$ cat config.mk
export PLATFORM = sky130hd
export DESIGN_NAME = uart_tx_module
export DESIGN_NICKNAME = d
export VERILOG_FILES = /design/src/rtl/uart_tx_module.sv
export SDC_FILE = /design/constraint.sdc
export NUM_CORES = 1
export LEC_CHECK = 0
export CAP_MARGIN = 20
export CORE_MARGIN = 2
export CORE_UTILIZATION = 55
export CTS_BUF_LIST = sky130_fd_sc_hd__clkbuf_4 sky130_fd_sc_hd__clkbuf_8
export CTS_CLUSTER_SIZE = 40
export DETAILED_ROUTE_END_ITERATION = 12
export PLACE_DENSITY_LB_ADDON = 0.15
export SLEW_MARGIN = 20
export SYNTH_ARGS = -nofsm -noshare
export SYNTH_HDL_FRONTEND = slang
export SYNTH_SLANG_ARGS = --single-unit
$ cat constraint.sdc
create_clock -name i_clk -period 2.3 [get_ports i_clk]
set_input_delay 0.575 -clock i_clk [delete_from_list [all_inputs] [get_ports i_clk]]
set_output_delay 0.575 -clock i_clk [all_outputs]
set_load 0.05 [all_outputs]
$ cat src/rtl/uart_tx_module.sv
// UART serialiser in the baud-clock domain: one clock = one bit period.
// Frame: start, data LSB first, optional parity, 1 or 2 stop bits.
//
// Ports:
//   i_clk           baud-rate clock
//   i_rst           synchronous active-high reset
//   i_user_tx_data  word to send, sampled on handshake
//   i_user_tx_valid upstream has a word
//   o_user_tx_ready block accepts a word this cycle (registered)
//   o_uart_tx       serial line, idle high (registered)
module uart_tx_module #(
    parameter int p_DATA_WIDTH  = 8,
    parameter int p_PARITY_TYPE = 0,
    parameter int p_STOP_WIDTH  = 1
) (
    input  logic                    i_clk,
    input  logic                    i_rst,
    input  logic [p_DATA_WIDTH-1:0] i_user_tx_data,
    input  logic                    i_user_tx_valid,
    output logic                    o_user_tx_ready,
    output logic                    o_uart_tx
);

    localparam int CW = $clog2(p_DATA_WIDTH);
    localparam logic [CW-1:0] DATA_LAST = CW'(p_DATA_WIDTH - 1);
    localparam logic [CW-1:0] STOP_LAST = CW'(p_STOP_WIDTH - 1);
    localparam bit HAS_PAR = (p_PARITY_TYPE != 0);
    localparam bit ODD_PAR = (p_PARITY_TYPE == 1);
    localparam bit ONE_STOP = (p_STOP_WIDTH == 1);

    typedef enum logic [2:0] {
        IDLE,
        START,
        DATA,
        PARITY,
        STOP
    } state_t;

    state_t                  state_q, state_d;
    logic [CW-1:0]           cnt_q, cnt_d;
    logic [p_DATA_WIDTH-1:0] shift_q, shift_d;
    logic                    par_q, par_d;
    logic                    tx_q, tx_d;
    logic                    rdy_q, rdy_d;
    logic                    hs;
    logic                    par_new;

    assign hs      = i_user_tx_valid && rdy_q;
    assign par_new = (^i_user_tx_data) ^ ODD_PAR;

    always_ff @(posedge i_clk) begin
        if (i_rst) begin
            state_q <= IDLE;
            cnt_q   <= '0;
            shift_q <= '0;
            par_q   <= 1'b0;
            tx_q    <= 1'b1;
            rdy_q   <= 1'b0;
        end else begin
            state_q <= state_d;
            cnt_q   <= cnt_d;
            shift_q <= shift_d;
            par_q   <= par_d;
            tx_q    <= tx_d;
            rdy_q   <= rdy_d;
        end
    end

    // Outputs are registered, so each branch computes the line value
    // for the state being entered, not the current one.
    always_comb begin
        state_d = state_q;
        cnt_d   = cnt_q;
        shift_d = shift_q;
        par_d   = par_q;
        tx_d    = tx_q;
        rdy_d   = rdy_q;
        unique case (state_q)
            IDLE: begin
                tx_d  = 1'b1;
                rdy_d = 1'b1;
                if (hs) begin
                    state_d = START;
                    cnt_d   = '0;
                    shift_d = i_user_tx_data;
                    par_d   = par_new;
                    tx_d    = 1'b0;
                    rdy_d   = 1'b0;
                end
            end
            START: begin
                state_d = DATA;
                cnt_d   = '0;
                tx_d    = shift_q[0];
                shift_d = shift_q >> 1;
            end
            DATA: begin
                if (cnt_q == DATA_LAST) begin
                    cnt_d = '0;
                    if (HAS_PAR) begin
                        state_d = PARITY;
                        tx_d    = par_q;
                    end else begin
                        state_d = STOP;
                        tx_d    = 1'b1;
                        rdy_d   = ONE_STOP;
                    end
                end else begin
                    cnt_d   = cnt_q + CW'(1);
                    tx_d    = shift_q[0];
                    shift_d = shift_q >> 1;
                end
            end
            PARITY: begin
                state_d = STOP;
                cnt_d   = '0;
                tx_d    = 1'b1;
                rdy_d   = ONE_STOP;
            end
            STOP: begin
                if (cnt_q == STOP_LAST) begin
                    cnt_d = '0;
                    if (hs) begin
                        // Back-to-back: next start bit follows with no gap.
                        state_d = START;
                        shift_d = i_user_tx_data;
                        par_d   = par_new;
                        tx_d    = 1'b0;
                        rdy_d   = 1'b0;
                    end else begin
                        state_d = IDLE;
                        tx_d    = 1'b1;
                        rdy_d   = 1'b1;
                    end
                end else begin
                    // Entering the final stop cycle: open the handshake.
                    cnt_d = cnt_q + CW'(1);
                    tx_d  = 1'b1;
                    rdy_d = 1'b1;
                end
            end
            default: begin
                state_d = IDLE;
                cnt_d   = '0;
                tx_d    = 1'b1;
                rdy_d   = 1'b0;
            end
        endcase
    end

    assign o_uart_tx       = tx_q;
    assign o_user_tx_ready = rdy_q;

endmodule

Yosys cells after proc, flatten, opt, wreduce, memory -nomap -nowiden
Cells that the tools add are included.
Storage, ports and cells
  bits in registers: 16
  input port bits: 11
Operators by class
  add/sub/neg operators: 1
  eq/ne operators: 9
  mux-type cells: 19
  bitwise gates (word level): 1
  reductions and logical operators: 7
Operators with widths (count)
  8-bit one-hot mux with 4 select lines: 1
  8-bit two-way mux: 3
  3-bit two-way mux: 6
  3-bit one-hot mux with 5 select lines: 1
  3-bit one-hot mux with 3 select lines: 1
  2-bit != test, second input constant: 4
  3-bit by 2-bit equality test with 1-bit output, second input constant: 2
  3-bit equality test, second input constant: 2
  3-bit zero test: 2
  3-bit AND reduction: 2
  1-bit two-way mux: 5
  1-bit one-hot mux with 5 select lines: 1
  1-bit one-hot mux with 4 select lines: 1
  4-bit nonzero test: 1
  3-bit by 1-bit adder with 3-bit output, second input constant: 1
  3-bit by 1-bit equality test with 1-bit output, second input constant: 1
  2-bit AND reduction: 1
  1-bit logical AND: 1
  1-bit inverter: 1

Logic depth before layout (Yosys ltp)
Gate-level depths: netlist of run 1.
  depth after elaboration: 4
  mapped depth: 7
  gate-level depth less buffers: 6

Worst setup path before layout of run 1
Ideal clock, no wire load.
  kind: flip-flop to flip-flop
  start point: register cnt_q[0]
  end point: register shift_q[7]
  library setup time: 0.059 ns
  arrival: 1.595 ns
  required time: 2.241 ns
  path slack: 0.646 ns
  stages on the path, launching flop included: 8
  clock period less this slack: 1.654 ns
  cells stage by stage: dfxtp_1 > ha_1 > ha_1 > o21a_2 > o32ai_4 > and2_1 > buf_6 > a41o_1
Between the ends
  longest elaborated chain between the ends: 3
  elaborated cells on any way between the ends: 5
  those cells by class: eq/ne (3); reduce/logical (2)
Ends and longest elaborated chain
  start: declaration: line 40  | logic [CW-1:0] cnt_q, cnt_d;
  start signal: assignment: line 61  | cnt_q <= cnt_d;
  3-bit equality test / 3-bit zero test (equally long branches): line 98, 121
  2-bit != test (no source line)
  3-bit AND reduction (no source line) *
  end signal: assignment: line 62  | shift_q <= shift_d;
  end: declaration: line 41  | logic [p_DATA_WIDTH-1:0] shift_q, shift_d;
Every way passes the cells marked *; elsewhere a longest branch is shown, timed or not.
A chain may end at the register's enable or synchronous reset.

Worst setup path after layout of run 1
  start point: register rdy_q (netlist: o_user_tx_ready)
  end point: output port o_user_tx_ready
RTL lines
  start: declaration: line 44  | logic rdy_q, rdy_d;
  start signal: assignment: line 65  | rdy_q <= rdy_d;
  end: declaration: line 20  | output logic o_user_tx_ready,
No word-level cell between the ends.

==> impl_metrics.ini, run 1 <==
[status]
status = completed

[timing]
worst_pin_slew_ns = 0.489
hold_violations = 0
fin_ws_ns = 0.202
fin_tns_setup_ns = 0
clock_skew_ns = 0.00142
setup_viol = 0
rsz0062_at_grt = false
fin_crit_ns = 2.10
relSlewSlack = 0.673
maxSlewViolCount = 0
timing.fmax_mhz = 477
finalCritPeriodShare = 0.912

[synthesis]
syn_nets = 109
synth-seq-cells = 16
synth_edf_count = 0
synth_top_area_share = 0.363
synth_ff_type = dfxtp_1
synth_area_leader_cell = dfxtp_1
yosys-top-cells-count = 16 x dfxtp_1, 13 x a21oi_1, 8 x a211oi_1
async_flop_share = 0
synth_most_common_cell = dfxtp_1
syn_inst = 95
ys_warn_count = 0
synth_area_leaders = dfxtp_1 36%, mux2i_1 7.9%, a21oi_1 7.4%
synth.cell_area_um2 = 882
ys_seq_area_frac = 0.363
netlist-cell-type-count = 33
avgSynthCellArea_um2 = 9.29

[drt]
via_per_inst = 5.85
routed_wl_um = 1550
postRouteAntennaNets = 0
dr_total_vias = 720
wl_per_cell_um = 12.6
drt_iter0_drc = 13
dr.pass1.iters = 5
drc = 0

[power]
power_frac_seq = 0.484
ir_drop_mv = 0.443
clock_power_share = 0.275
switching_share = 0.289
switchingPower_mw = 0.196
p_leak_nw = 0.410
combPwrFrac = 0.241
p_int_mw = 0.480
power_density_mw_per_mm2 = 663

[placed_design]
place_hpwl_um = 1120
pre_cts_ws_ns = 0.379
place_area_um2 = 983
dp_cells = 119
place.port_buffers = 12
gp_congestion = 0.769

[setup_path]
end_kind = output pin
cp.required_ns = 1.73
crit_slowest_cell = clkdlybuf4s50_1
cpLargestDelayFamily = buffers and inverters
cp-start-kind = register
crit_type = register to output pin
crit_buf_inv = 1
cp_cell_sequence = clkdlybuf4s50_1
cp_slowest_stage_delay_ns = 0.83
cp.arrival_ns = 1.52
cp_max_fo = 5

[cells_and_area]
nFillCells = 129
diodes = 0
syn2layout_area_growth_pct = 15.6
regArea_um2 = 320
final_cells = 123
fin_util = 0.677
multi_input_area_um2 = 482
layout-drive-gt1-share = 0.112
fin_nets = 122
design_area_mm2 = 0.00102

[grt]
grt_pass1_vias = 634
grt_usage = 0.184
grt_pass1_wl_um = 2660
antenna_found_initial = 0
grt_start_max_net_pins = 15
grt_overflow = 0

[clocking]
cts_tree = yes
htree_levels = 1
clk_path_buf_depth = 2
post_cts_buffers = 0
worst_skew_pair.late_latency_ns = 0.28
post_cts_resized = 0
cts-buffers-inserted = 3
root_buffer = clkbuf_4
clock-sinks = 16
cts_hold_buffers = 0
path_clk_slew_ns = 0.09

[die]
floorplan.rows = 14
die_h_um = 44.0
initial_core_util = 0.586
dieWidth_um = 44.0
fp.coreArea_mm2 = 0.00151
die_area_mm2 = 0.00194
io_pins = 13

[flow_run]
cap_violations = 0

[worst_hold_path]
hold_class = register to register
routing by layer:
| metal | vias to the layer above | part of all wire | GRT usage |
|---|---|---|---|
| met2 | 11 | 0.47 | 0.306 |
| met3 | 4 | 0.034 | 0.0245 |
| met4 | 0 | 0.020 | 0.0909 |
| li1 | 371 | - | - |
| met5 | - | 0 | 0 |
| met1 | 334 | 0.48 | 0.236 |
placed cells by master, fill, tap and decap left out, drive strengths merged, types with 2 or more instances in the layout:
cell and n:
a211oi 8, a21oi 13, buf 2, clkbuf 4, clkdlybuf4s50 12, dfxtp 16, ha 3, inv 7
mux2i 7, nand2 4, nand2b 2, nand3 2, nor2 5, nor2b 2, nor3 2, nor3b 2
o21ai 2
per-stage QoR:
step           hold slack (ns)  total power, mW
2_1_floorplan            0.449            0.459
3_3_place_gp             0.462            0.494
3_5_place_dp             0.465            0.497
4_1_cts                  0.480            0.682
5_1_grt                  0.506            0.711
6_report                 0.473            0.676
cell type report:
cell class,instances,area share
well taps,16,0.0196
inverters,7,0.0258
repair buffers,14,0.133
multi-input cells,66,0.472
flip-flops and latches,16,0.314
clock buffers,4,0.0356
power groups by stage:
stage	logic, mW	clock network (mW)	registers (mW)
floorplan	0.119	0	0.340
global placement	0.161	0	0.333
detailed placement	0.164	0	0.334
CTS	0.164	0.190	0.328
global route	0.181	0.199	0.331
finish	0.163	0.186	0.327
state kept, by name, indices dropped and copies added (netlist names):
register	flops
cnt_q	3
o_uart_tx	1
o_user_tx_ready	1
shift_q	8
state_q	3
final timing paths:
path,endpoint,startpoint,cells past startpoint,slack (ns)
worst min-delay path,cnt_q[1],cnt_q[1],2,0.47
worst max register to register,shift_q[7],cnt_q[0],6,0.38
worst min register to register,cnt_q[1],cnt_q[1],2,0.47
worst max-delay path,o_user_tx_ready,o_user_tx_ready,1,0.20
cells by family (layout without fill, tap and decap cells):
group                    Yosys count  after routing  synth area share
AO/OA/AOI/OAI                     32             32             0.270
AND/OR/NAND/NOR                   23             23             0.145
XOR/XNOR                           1              1           0.00993
multiplexers                       7              7            0.0794
buffers and inverters             13             25            0.0908
adder cells (fa/ha/maj)            3              3            0.0426
flip-flops                        16             16             0.363
Note: power is estimated with default switching activity, not from simulation.
==> inputs of run 2 (changes only) <==
--- a/config.mk
+++ b/config.mk
@@ -12,7 +12,7 @@
 export CTS_CLUSTER_SIZE = 40
 export DETAILED_ROUTE_END_ITERATION = 12
 export PLACE_DENSITY_LB_ADDON = 0.15
-export SLEW_MARGIN = 20
+export SLEW_MARGIN = 0
 export SYNTH_ARGS = -nofsm -noshare
 export SYNTH_HDL_FRONTEND = slang
 export SYNTH_SLANG_ARGS = --single-unit
==> results of run 2 <==
Same layout as run 1: the final DEF is identical, and so are final timing and power.
==> inputs of run 3 (changes only) <==
--- a/config.mk
+++ b/config.mk
@@ -11,6 +11,8 @@
 export CTS_BUF_LIST = sky130_fd_sc_hd__clkbuf_4 sky130_fd_sc_hd__clkbuf_8
 export CTS_CLUSTER_SIZE = 40
 export DETAILED_ROUTE_END_ITERATION = 12
+export GPL_ROUTABILITY_DRIVEN = 0
+export GPL_TIMING_DRIVEN = 0
 export PLACE_DENSITY_LB_ADDON = 0.15
 export SLEW_MARGIN = 0
 export SYNTH_ARGS = -nofsm -noshare
==> run 3 against run 2 <==
  * Non-clock buffer count is 4 higher
  * Critical path type unchanged
  * Final cell count increased by 2.4%
  * Core utilization up 1.7 points
  * Critical endpoint unchanged
  * Count of clock-buffer cells in the layout fell by 1
  * Clock power down 25%
  * Highest routed layer unchanged
  * Setup slack improved by 0.0035 ns
  * Die area is the same
==> impl_metrics.ini, run 3 (synthesized netlist as in run 1, its figures left out) <==
[status]
status = completed

[worst_hold_path]
hold_depth = 2
hold_class = register to register

[clocking]
htree_levels = 1
cts-buffers-inserted = 3
clk_path_buf_depth = 2
root_buffer = clkbuf_4
cts_tree = yes
post_cts_resized = 0
post_cts_buffers = 0
clock-sinks = 16
worst_skew_pair.late_latency_ns = 0.28
path_clk_slew_ns = 0.09
cts_hold_buffers = 0

[setup_path]
path_depth = 1
end_kind = output pin
cp.arrival_ns = 1.52
cp_cell_sequence = clkdlybuf4s50_1
crit_type = register to output pin
cp.required_ns = 1.73
cp_slowest_stage_delay_ns = 0.83
cpLargestDelayFamily = buffers and inverters
cp_max_fo = 5
cp-start-kind = register
crit_slowest_cell = clkdlybuf4s50_1
worst-r2r-cell-count = 7
crit_buf_inv = 1

[grt]
grt_start_max_net_pins = 11
grt_usage = 0.213
grt_pass1_vias = 698
antenna_found_initial = 0
grt_overflow = 0
grt_pass1_wl_um = 3020

[power]
switchingPower_mw = 0.191
switching_share = 0.296
p_leak_nw = 0.424
p_int_mw = 0.453
power_frac_seq = 0.501
combPwrFrac = 0.282
clock_power_share = 0.216
finalPower_mw = 0.644
power_density_mw_per_mm2 = 616
ir_drop_mv = 0.462

[placed_design]
place_area_mm2 = 0.00102
place_hpwl_um = 1290
dp_cells = 123
place.port_buffers = 12

[cells_and_area]
largestRegisters = shift_q: 8 flops, cnt_q: 3 flops, state_q: 3 flops
diodes = 0
layout-drive-gt1-share = 0.127
design_area_mm2 = 0.00104
fin_util = 0.694
regMostFlops = shift_q
final_cell_mix = 16 x dfxtp_1, 13 x a21oi_1, 12 x clkdlybuf4s50_1
final_cells = 126
fin_nets = 126
layout_commonest_cell = dfxtp_1
largest_reg_flops = 8
syn2layout_area_growth_pct = 18.4

[drt]
routed_wl_um = 1720
wl_per_cell_um = 13.6
drt_iter0_drc = 11
via_per_inst = 5.81
postRouteAntennaNets = 0
drc = 0
dr_total_vias = 732
dr.pass1.iters = 4

[timing]
fin_tns_setup_ns = 0
fin_crit_ns = 2.09
timing.fmax_mhz = 477
rsz0062_at_grt = false
worst_pin_slew_ns = 0.498
setup_viol = 0
clock_skew_ns = 0.00547
maxSlewViolCount = 0
hold_violations = 0
relSlewSlack = 0.668
finalCritPeriodShare = 0.911

[die]
die_area_mm2 = 0.00194
floorplan.rows = 14
io_pins = 13
dieWidth_um = 44.0
fp.coreArea_mm2 = 0.00151
die_h_um = 44.0
initial_core_util = 0.586

[flow_run]
cap_violations = 0
[run 3: routing by layer]
layer | vias up | routed length, um | global-route usage | part of all wire
li1 | 378 | - | - | -
met3 | 2 | 34 | 0.0245 | 0.020
met2 | 7 | 916 | 0.376 | 0.53
met5 | - | 0 | 0 | 0
met4 | 0 | 10 | 0.109 | 0.0058
met1 | 345 | 755 | 0.252 | 0.44
[run 3: final timing paths]
| check | startpoint | endpoint | slack [ns] |
|---|---|---|---|
| setup / recovery | o_user_tx_ready | o_user_tx_ready | 0.21 |
| hold / removal | cnt_q[1] | cnt_q[1] | 0.48 |
| setup reg to reg | cnt_q[0] | shift_q[7] | 0.49 |
| hold reg to reg | cnt_q[1] | cnt_q[1] | 0.48 |
[run 3: cell type report]
type                       count  area (um2)
sequential                    16         320
buffer                         6        53.8
multi-input combinational     66         482
tap                           16        20.0
fill                         129         462
clock buffer                   3        22.5
timing repair buffer          12         120
inverter                       7        26.3
[run 3: per-stage QoR]
step	hold slack (ns)	setup slack, ns
final	0.478	0.205
after global routing	0.508	0.153
after CTS	0.483	0.191
after detailed placement	0.471	0.344
after global placement	0.461	0.338
after floorplan	0.449	0.646
[run 3: power by group through the flow]
stage	Combinational, mW	Sequential (mW)	Clock (mW)
6_report	0.182	0.323	0.139
5_1_grt	0.200	0.326	0.159
4_1_cts	0.183	0.323	0.146
3_5_place_dp	0.183	0.329	0
3_3_place_gp	0.178	0.327	0
2_1_floorplan	0.119	0.340	0
==> variant 1 (settings of run 1) <==
Set the parameter `p_DATA_WIDTH` to 16 (it was 8).
--- a/src/rtl/uart_tx_module.sv
+++ b/src/rtl/uart_tx_module.sv
@@ -9,7 +9,7 @@
 //   o_user_tx_ready block accepts a word this cycle (registered)
 //   o_uart_tx       serial line, idle high (registered)
 module uart_tx_module #(
-    parameter int p_DATA_WIDTH  = 8,
+    parameter int p_DATA_WIDTH  = 16,
     parameter int p_PARITY_TYPE = 0,
     parameter int p_STOP_WIDTH  = 1
 ) (
Interface: changed (resized i_user_tx_data); port bits go from 13 to 21. No check against the original RTL was run, so the function may have changed too.
==> variant 1 against run 1 <==
  * Design area increased by 69%
  * Routed wire length increased by 99%
  * Critical path depth unchanged
  * Total power increased by 44%
  * Sequential share of layout area decreased by 2.4 points
  * Synthesized area increased by 66%
  * Setup slack got worse by 0.036 ns
  * Sequential cell count increased by 9
  * Global-route usage increased by 1.5 points
  * Maximum frequency decreased by 1.7%
  * Cell count increased by 77%
  * Register-to-register slack got worse by 0.11 ns
  * Count of clock-buffer cells in the layout unchanged
  * Largest cell class unchanged
  * Highest routed layer unchanged
==> variant 1: results <==
export IMPL_outcome="finished clean"
export IMPL_path_max_fanout=5
export IMPL_vias_per_cell=5.867
export IMPL_top_regs="shift_q: 16 flops, cnt_q: 4 flops, state_q: 3 flops"
export IMPL_synth_common_cells="dfxtp_1 (25), a21oi_1 (24), nand3_1 (18)"
export IMPL_cp_slowest_cell="clkdlybuf4s50_1"
export IMPL_dp_cells=214
export IMPL_r2r_end="shift_q[13]"
export IMPL_ys_seq_area_share_pct=34.10
export IMPL_synth_warnings=0
export IMPL_clock_skew_ns=0.002976
export IMPL_dp_hpwl_um=2007
export IMPL_grt_pass1_vias=1144
export IMPL_wl_met1_um=1580
export IMPL_drt_first_iter_violations=24
export IMPL_leakage_nw=0.6559
export IMPL_synth_cell_types=38
export IMPL_grt_use_total_pct=19.92
export IMPL_hold_class="reg2reg"
export IMPL_min_path_cells=2
export IMPL_synth_nets=191
export IMPL_grt_max_degree=34
export IMPL_hold_path_endpoint="shift_q[15]"
export IMPL_met3_length_um=122
export IMPL_critPathMaxStageDelay_ns=0.83
export IMPL_reg2reg_slack_ns=0.27
export IMPL_top_layer="met4"
export IMPL_grt_pass1_wl_um=5140
export IMPL_dr_pass1_iters=4
export IMPL_portBuffers=20
export IMPL_regToRegStartpoint="cnt_q[0]"
export IMPL_globalplace_congestion=0.8749
export IMPL_path_clk_slew_ns=0.14
export IMPL_drt_wl_total_um=3080
export IMPL_placed_area_um2=1695
export IMPL_critPathArrivalTime_ns=1.56
export IMPL_wl_met2_um=1361
export IMPL_dpl_worst_slack_ns=0.1848
export IMPL_ys_top_cells_by_area="dfxtp_1 (34%), mux2_4 (9.2%), a21oi_1 (8.2%)"
export IMPL_critical_path_top_delay_family="buffers and inverters"
export IMPL_synthArstFlopShare_pct=0
export IMPL_cts_setup_buffers=0
export IMPL_worstSkewPairLatency_ns=0.31
export IMPL_antenna_cells=0
export IMPL_synth_avg_cell_area_um2=8.633
export IMPL_worst_pin_slew_ns=0.5151
export IMPL_vdd_drop_max_mv=0.3957
export IMPL_drive_gt1_share_pct=13.30
export IMPL_r2r_cells=7
export IMPL_post_drt_wl_per_cell_um=14.13
export IMPL_hold_start="shift_q[15]"
export IMPL_clock_path_buffers=2
-- variant 1: cell count changes after synthesis, sizes merged, moves of 3 or more --
cell	run 1	this run
nand3b	1	4
a21oi	13	24
o21ai	2	15
a211oi	8	0
inv	7	3
mux2i	7	1
clkbuf	1	9
nand3	2	18
mux2	0	15
dfxtp	16	25
nor2b	2	17
-- variant 1: where the power goes --
group          internal, mW  switching (mW)  total (mW)
Combinational         0.137           0.123       0.261
Clock                0.0794           0.130       0.209
Sequential            0.472          0.0300       0.502
Total                 0.689           0.283       0.973
-- variant 1: cell families after synthesis --
family	Yosys count	share of synthesized area, %
multiplexers	16	14.49
AND/OR/NAND/NOR	59	23.19
buffers and inverters	17	5.541
AO/OA/AOI/OAI	49	19.27
adder cells (fa/ha/maj)	2	1.705
flip-flops	25	34.10
XOR/XNOR	2	1.705
-- variant 1: worst reg2reg max path, cell delays in order, from the launching register on --
cell,delay [ns]
dfxtp_1,0.36
inv_1,0.09
ha_1,0.14
or3b_4,0.39
and3_4,0.19
a211o_1,0.22
buf_4,0.22
mux2_1,0.34
-- variant 1: area by class of cell --
cell class,count,area [µm²]
inverters,3,11.26
fillers,201,774.5
flip-flops and latches,25,500.5
repair buffers,28,260.3
clock buffers,4,30.03
multi-input cells,128,885.9
well taps,30,37.54
-- variant 1: how the worst max path moves through the flow --
stage                    startpoint         endpoint  slack, ns  cells after the start
floorplan                  cnt_q[0]       shift_q[0]       0.33                      8
global placement    i_user_tx_valid      shift_q[11]       0.22                      5
detailed placement  i_user_tx_valid      shift_q[13]       0.18                      5
CTS                 o_user_tx_ready  o_user_tx_ready       0.16                      1
global route        o_user_tx_ready  o_user_tx_ready       0.11                      1
finish              o_user_tx_ready  o_user_tx_ready       0.17                      1
-- variant 1: routing by layer --
metal / GRT usage (%) / vias up
met5: 0 / -
met4: 4.181 / 0
met3: 3.023 / 2
met2: 31.29 / 27
met1: 29.03 / 605
li1: - / 645
-- variant 1: through the flow --
stage          hold slack, ns  utilization [%]
3_3_place_gp           0.4683            67.82
3_5_place_dp           0.4746            67.82
2_1_floorplan          0.4526                -
5_1_grt                0.5111            69.02
4_1_cts                0.4945            69.02
6_report               0.4899            69.02
==> variant 2 (settings of run 1) <==
Made on the original files. Take the reset off `shift_q` and load it in a clocked block of its own.
--- a/src/rtl/uart_tx_module.sv
+++ b/src/rtl/uart_tx_module.sv
@@ -52,18 +52,20 @@
         if (i_rst) begin
             state_q <= IDLE;
             cnt_q   <= '0;
-            shift_q <= '0;
             par_q   <= 1'b0;
             tx_q    <= 1'b1;
             rdy_q   <= 1'b0;
         end else begin
             state_q <= state_d;
             cnt_q   <= cnt_d;
-            shift_q <= shift_d;
             par_q   <= par_d;
             tx_q    <= tx_d;
             rdy_q   <= rdy_d;
         end
+    end
+
+    always_ff @(posedge i_clk) begin
+        shift_q <= shift_d;
     end
 
     // Outputs are registered, so each branch computes the line value
Formal check against the unedited RTL: no difference found for any inputs over 10 cycles, from zero or initial values and one cycle with i_rst high; that may be too few to reach the edited logic, so the function may still have changed.
==> variant 2 against run 1 <==
  * Global-route usage increased by 1.9 points
  * Clock skew increased by 0.0020 ns
  * Largest power group unchanged
  * Setup slack improved by 0.12 ns
  * Sequential cell count stayed put
  * Synthesized area up 3.4%
  * Clock power down 19%
  * Combinational power is 18% lower
  * Routed wire length is 1.7% higher
  * Non-clock buffer count down 2
  * Total power decreased by 5.3%
  * Cell count shrank 11%
  * Design area is 3.7% higher
  * Sequential power grew 8.9%
==> variant 2: results <==
export IMPL_vias=625
export IMPL_synth_nets=96
export IMPL_slew_headroom_pct=66.09
export IMPL_vdd_drop_max_mv=0.4164
export IMPL_switching_power_mw=0.1718
export IMPL_leakage_nw=0.4322
export IMPL_n_fill_cell=112
export IMPL_ys_top_cells_by_area="edfxtp_1 (26%), dfxtp_1 (18%), mux2_4 (12%)"
export IMPL_ys_seq_area_share_pct=43.90
export IMPL_placed_area_um2=1028
export IMPL_dp_hpwl_um=1191
export IMPL_drt_first_iter_violations=24
export IMPL_synth_common_cells="and3_1 (8), dfxtp_1 (8), edfxtp_1 (8)"
export IMPL_clock_skew_ns=0.003436
export IMPL_dp_cells=106
export IMPL_critPathMaxStageDelay_ns=0.79
export IMPL_grt_pass1_vias=600
export IMPL_synth_avg_cell_area_um2=11.26
export IMPL_register_area_um2=400.4
export IMPL_grt_use_total_pct=20.34
export IMPL_critPathArrivalTime_ns=1.41
export IMPL_grt_pass1_wl_um=2808
export IMPL_grt_max_degree=12
export IMPL_vias_per_cell=5.682
export IMPL_dr_pass1_iters=4
export IMPL_outcome="finished clean"
export IMPL_synth_edf_count=8
==> variant 2: worst paths after layout <==
kind	cells past startpoint	start	slack, ns	endpoint
setup / recovery	1	o_uart_tx	0.32	o_uart_tx
hold / removal	1	shift_q[0]	0.50	o_uart_tx
setup reg to reg	3	state_q[1]	0.53	shift_q[3]
hold reg to reg	1	shift_q[0]	0.50	o_uart_tx
==> variant 2: cell type report <==
type / instances / share of cell area (%)
flip-flops and latches: 16 / 37.87
repair buffers: 12 / 11.60
clock buffers: 3 / 2.130
well taps: 16 / 1.893
clock inverters: 1 / 0.3550
inverters: 4 / 1.420
multi-input cells: 58 / 44.73
==> variant 2: power groups by stage <==
stage               Clock (mW)  Sequential, mW  Combinational (mW)
floorplan                    0           0.367              0.0865
global placement             0           0.362               0.132
detailed placement           0           0.363               0.135
CTS                      0.156           0.357               0.135
global route             0.170           0.360               0.147
finish                   0.150           0.356               0.134
==> variant 2: what timing repair did <==
| action | in CTS | in global routing |
|---|---|---|
| resized for setup | 0 | 1 |
| setup endpoints to repair | 0 | 1 |
| endpoints found under the hold margin | 0 | 0 |
==> variant 2: cells by family (layout without fill, tap and decap cells) <==
kind of cell,Yosys count,count (layout),synth area share [%]
buf+inv,7,20,4.252
mux,7,7,11.52
flops,16,16,43.90
compound gates,17,17,15.50
simple gates,30,30,19.34
fa+ha+maj,4,4,5.487
==> variant 2: layer usage <==
layer,track usage [%],share of wire [%],vias up
met3,4.800,2.5,5
li1,-,-,324
met5,0,0,-
met2,28.99,45,10
met1,28.46,50,286
met4,10.91,2.3,0
